==> src/rtl/fetch_pkg.sv <==
// fetch_pkg: opcodes, FSM states and instruction field positions for instr_fetch_seq
package fetch_pkg;
  localparam logic [3:0] OP_JMP  = 4'b1100;
  localparam logic [3:0] OP_BZ   = 4'b1101;
  localparam logic [3:0] OP_HALT = 4'b1111;
  localparam int OP_MSB  = 9;
  localparam int OP_LSB  = 6;
  localparam int OP1_MSB = 5;
  localparam int OP1_LSB = 3;
  localparam int OP2_MSB = 2;
  localparam int OP2_LSB = 0;
  typedef enum logic [1:0] {S_IDLE, S_FETCH, S_EXEC, S_HALT} state_e;
endpackage

==> src/rtl/instr_mem.sv <==
// instr_mem: program storage with synchronous write and registered read.
// The read register doubles as the sequencer's instruction register, so it resets to 0.
module instr_mem #(
  parameter int AW = 6,
  parameter int DW = 10
) (
  input  logic          clk,
  input  logic          rst_n,
  input  logic          we,
  input  logic [AW-1:0] waddr,
  input  logic [DW-1:0] wdata,
  input  logic          re,
  input  logic [AW-1:0] raddr,
  output logic [DW-1:0] rdata
);
  logic [DW-1:0] mem [2**AW];
  always_ff @(posedge clk)
    if (we) mem[waddr] <= wdata;
  always_ff @(posedge clk or negedge rst_n)
    if (!rst_n) rdata <= '0;
    else if (re) rdata <= mem[raddr];
endmodule

==> src/rtl/instr_fetch_seq.sv <==
// instr_fetch_seq: program-memory sequencer feeding the datapath with JMP/BZ/HALT control flow.
// Define FETCH_RETIRE_CNT_EN to build the saturating retired-instruction counter.
module instr_fetch_seq
  import fetch_pkg::*;
#(
  parameter int PC_W = 6,
  parameter int IW   = 10
) (
  input  logic            clk,
  input  logic            rst_n,
  input  logic            prog_we,
  input  logic [PC_W-1:0] prog_addr,
  input  logic [IW-1:0]   prog_data,
  input  logic            start,
  input  logic            op_ready,
  input  logic            z_in,
  output logic [3:0]      op,
  output logic [2:0]      op1,
  output logic [2:0]      op2,
  output logic            op_valid,
  output logic [PC_W-1:0] pc,
  output logic            busy,
  output logic            halted,
  output logic [15:0]     retired_cnt
);
  state_e state_q, state_d;
  logic [PC_W-1:0] pc_q, pc_d, target;
  logic zflag_q, zflag_d, alu;
  logic [IW-1:0] ir;
  instr_mem #(.AW(PC_W), .DW(IW)) u_mem (
    .clk   (clk),
    .rst_n (rst_n),
    .we    (prog_we && state_q == S_IDLE),
    .waddr (prog_addr),
    .wdata (prog_data),
    .re    (state_q == S_FETCH),
    .raddr (pc_q),
    .rdata (ir)
  );
  assign op       = ir[OP_MSB:OP_LSB];
  assign op1      = ir[OP1_MSB:OP1_LSB];
  assign op2      = ir[OP2_MSB:OP2_LSB];
  assign target   = PC_W'({op1, op2});
  assign alu      = !(op inside {OP_JMP, OP_BZ, OP_HALT});
  assign op_valid = state_q == S_EXEC && alu;
  assign pc       = pc_q;
  assign busy     = state_q == S_FETCH || state_q == S_EXEC;
  assign halted   = state_q == S_HALT;
  always_comb begin
    state_d = state_q;
    pc_d    = pc_q;
    zflag_d = zflag_q;
    case (state_q)
      S_IDLE, S_HALT: if (start) begin
        state_d = S_FETCH;
        pc_d    = '0;
      end
      S_FETCH: state_d = S_EXEC;
      S_EXEC: if (op == OP_JMP) begin
        state_d = S_FETCH;
        pc_d    = target;
      end else if (op == OP_BZ) begin
        state_d = S_FETCH;
        pc_d    = zflag_q ? target : pc_q + 1'b1;
      end else if (op == OP_HALT) begin
        state_d = S_HALT;
      end else if (op_ready) begin
        state_d = S_FETCH;
        zflag_d = z_in;
        pc_d    = pc_q + 1'b1;
      end
      default: ;
    endcase
  end
  always_ff @(posedge clk or negedge rst_n)
    if (!rst_n) begin
      state_q <= S_IDLE;
      pc_q    <= '0;
      zflag_q <= 1'b0;
    end else begin
      state_q <= state_d;
      pc_q    <= pc_d;
      zflag_q <= zflag_d;
    end
`ifdef FETCH_RETIRE_CNT_EN
  logic [15:0] cnt_q, cnt_d;
  logic start_ok, done;
  assign start_ok = start && (state_q == S_IDLE || state_q == S_HALT);
  assign done     = state_q == S_EXEC && (!alu || op_ready);
  assign cnt_d    = start_ok ? 16'd0 : (done && cnt_q != 16'hFFFF) ? cnt_q + 16'd1 : cnt_q;
  always_ff @(posedge clk or negedge rst_n)
    if (!rst_n) cnt_q <= '0;
    else cnt_q <= cnt_d;
  assign retired_cnt = cnt_q;
`else
  assign retired_cnt = '0;
`endif
endmodule
==> config.mk <==
export PLATFORM = sky130hd
export DESIGN_NAME = instr_fetch_seq
export DESIGN_NICKNAME = d
export VERILOG_FILES = /design/src/rtl/fetch_pkg.sv /design/src/rtl/instr_mem.sv /design/src/rtl/instr_fetch_seq.sv
export SDC_FILE = /design/constraint.sdc
export NUM_CORES = 1
export LEC_CHECK = 0
export BUFFER_PORTS_ARGS = -buffer_cell sky130_fd_sc_hd__clkbuf_2
export CAP_MARGIN = 20
export CORE_ASPECT_RATIO = 2
export CORE_UTILIZATION = 62
export DETAILED_ROUTE_END_ITERATION = 12
export GPL_TIMING_DRIVEN = 1
export PLACE_DENSITY = 0.9
export SLEW_MARGIN = 20
export SYNTH_ARGS = -nofsm -noshare
export SYNTH_HDL_FRONTEND = slang
export SYNTH_SLANG_ARGS = --single-unit
export TNS_END_PERCENT = 20
==> constraint.sdc <==
create_clock -name clk -period 2.9 [get_ports clk]
set_clock_uncertainty 0.2 [all_clocks]
set_input_delay 0 -clock clk [delete_from_list [all_inputs] [get_ports clk]]
set_output_delay 0 -clock clk [all_outputs]
set_load 0.05 [all_outputs]
==> results.txt <==
clk sink count: 659
CTS Buffer Depth: 3
PortBufs: 40
Synth warnings: 0
leakage power: 9.17 nW
via count: 13700
Worst-Margin Slew: 1.07 ns
Pwr per Cell Area: 745 nW/um2
Core Area: 41100 um2
Cell variety after synth: 38
dpl cells: 1843
DRC Markers: 0
worst-skew pair later-pin latency: 0.59 ns
post-route antenna net violation count: 0
first-pass GRT wire length: 95000 um
vias in the first global route: 14100
worst reg2reg path depth: 6
asr flop ratio synth: 2.88%
type of the most critical hold path: in2reg
fin cells: 1959
Hold WS: -0.0223 ns
EDFF count, synth: 640
share of the synthesized area in the top cell type: 74.3%
CP arrival: 3.13 ns
peak supply drop: 0.491 mV
CTS tree: built
Initial DRT Pass Iterations: 10
Crit Path Max Fanout: 38
Clk Tree Root Cell: clkbuf_16
largest net degree at the start of global routing: 66
failing checks: hold timing, setup timing
Finished Core Util: 71.1%
# diodes: 0
worst rel slew slack: 29.0%
HPWL after DPL: 39400 um
post-DR wirelength/cell: 33.3 um
row count: 105
share of cells above drive strength 1: 30.3%
Tot Pwr: 21.8 mW
Req. time, crit path: 3.12 ns
dpl cell area: 27300 um2
Die Span Y: 291 um
final WL: 65200 um
Seq/Total Area, Yosys: 76.1%
Num CTS Buffers: 50
max cap viols: 0
Final nets: 1412
Tmin final: 2.90 ns
top post-synthesis cells by area: edfxtp_1 74%, mux4_2 13%, mux2i_1 2.0%
CP Class: reg2reg
Top Metal Used: met4
Final setup viols: 1
clock-pin slew on the worst setup and hold paths: 0.07 ns
# fillers: 2164
cell count after synthesis: 1221
post-synth top area cell: edfxtp_1
Main synth FF type: edfxtp_1
initial antenna violation count: 0
Hold Vio Cnt, Final: 9
Initial Util: 62.9%
post-synthesis register bit count: 659
die area: 42600 um2
status: finished with violations
Initial DRC Count: 1765
GPL Wtd Cong: 0.962
Die X: 146 um
Worst Setup End Kind: flop
Met1 Routed Length: 19700 um
final instance area: 29300 um2
highest clock rate: 345 MHz
area of the mapped netlist: 25900 um2
WHS Path Cells: 1
GR Util All Layers: 31.9%
crit start category: flop
syn_area_per_cell: 21.2 um2
Overflow after GRT: 0
Slew Limit Fails: 0
Final Cycle Share: 100%
htree depth: 2
setup ws final: -0.000492 ns
met3 WL post-DR: 5930 um
P&R area growth vs syn: 13.1%
met2 WL: 33700 um
Vias/cell: 7.01
# IOs: 57
## per-stage QoR
step / worst slack (ns) / TNS, ns
6_report: -0.000492 / -0.000492
5_1_grt: -0.0331 / -0.0331
4_1_cts: 0.0315 / 0
3_5_place_dp: -0.00840 / -0.00840
3_3_place_gp: -0.000289 / -0.000289
2_1_floorplan: 0.344 / 0
## synthesized netlist by cell type, types with 2 or more instances
cell type  instances
edfxtp_1         640
mux4_2           150
nor2_1            82
mux2i_1           51
mux2_2            40
buf_2             29
clkbuf_1          22
a22oi_1           20
o221ai_1          20
buf_4             19
dfrtp_1           19
inv_1             15
nand3_1           14
nand2_1           13
o22ai_1           12
a221oi_1          10
a21oi_1            6
buf_6              6
ha_1               6
nor3b_1            5
o21ai_0            5
and2_1             4
and3_1             4
buf_1              4
nand3b_1           4
o2bb2ai_1          4
nand2b_1           3
nor2b_1            3
or3b_2             2
## cell type report
| type | count | area [um2] | share of cell area [%] |
|---|---|---|---|
| Clock buffer | 65 | 1380 | 4.71 |
| Timing Repair Buffer | 176 | 1400 | 4.79 |
| Multi-Input combinational cell | 482 | 5750 | 19.7 |
| Tap cell | 535 | 669 | 2.29 |
| Sequential cell | 659 | 19700 | 67.4 |
| Inverter | 15 | 56.3 | 0.192 |
| Clock inverter | 27 | 293 | 1.00 |
## cell usage in the layout, fill, tap and decap left out, types with 6 or more instances in the layout
cell and instances:
edfxtp_1 640, a221oi_1 10, conb_1 16, clkinvlp_4 6, a21oi_1 6, clkbuf_2 38, clkbuf_16 51, buf_4 102
ha_1 6, nand2_1 13, buf_12 10, mux4_2 150, dfrtp_1 16, inv_1 15, clkbuf_1 9, mux2i_1 48
dlygate4sd3_1 23, o22ai_1 12, clkinv_1 7, a22oi_1 20, nor2_1 82, mux2_2 40, o221ai_1 18, nand3_1 14
## routing by layer
metal / vias up / GRT usage [%]
met3: 308 / 5.17
li1: 5336 / -
met5: - / 0
met2: 1191 / 55.1
met4: 0 / 22.2
met1: 6905 / 36.1
## state kept, by name, indices dropped and copies added (netlist names)
register,cells
u_mem.mem,640
pc,6
zflag_q,1
u_mem.rdata,10
state_q,2
## critical path, stage by stage, from the launching register on
cell	delay, ns
dfrtp_4	0.49
buf_12	0.29
mux4_2	0.57
mux2i_2	0.45
o22ai_1	0.18
a221oi_1	0.32
o221ai_1	0.19
## power breakdown
group | leakage (nW) | internal, mW | total (mW) | switching, mW
combinational | 2.38 | 1.57 | 3.94 | 2.37
sequential | 5.99 | 10.6 | 10.8 | 0.179
clock | 0.798 | 3.84 | 7.09 | 3.25
total | 9.17 | 16.0 | 21.8 | 5.80
## path summary, 6_finish.rpt
check,startpoint,slack (ns),to
setup reg to reg,pc[0],-0.0005,u_mem.rdata[7]
max in group asynchronous,rst_n,1.72,pc[2]
hold reg to reg,u_mem.rdata[4],0.46,pc[4]
hold / removal,prog_data[8],-0.02,u_mem.mem[3][8]
setup / recovery,pc[0],-0.0005,u_mem.rdata[7]
min in group asynchronous,rst_n,0.37,pc[5]
## cells by family (layout without fill, tap and decap cells)
| family | count (synthesis) | after routing | share of synthesized area [%] |
|---|---|---|---|
| buf+inv | 95 | 283 | 1.97 |
| flops | 659 | 659 | 76.1 |
| fa+ha+maj | 6 | 6 | 0.290 |
| mux | 242 | 242 | 16.8 |
| simple gates | 137 | 137 | 2.41 |
| other cells | 1 | 16 | 0.0145 |
| compound gates | 81 | 81 | 2.36 |
## what timing repair did
action,in CTS,in global routing
resized for setup,1,5
setup buffers,0,0
hold endpoints to repair,308,24
endpoints found under the setup margin,1,3
hold buffers,22,2
No activity file was read; power rests on OpenSTA's default activity.
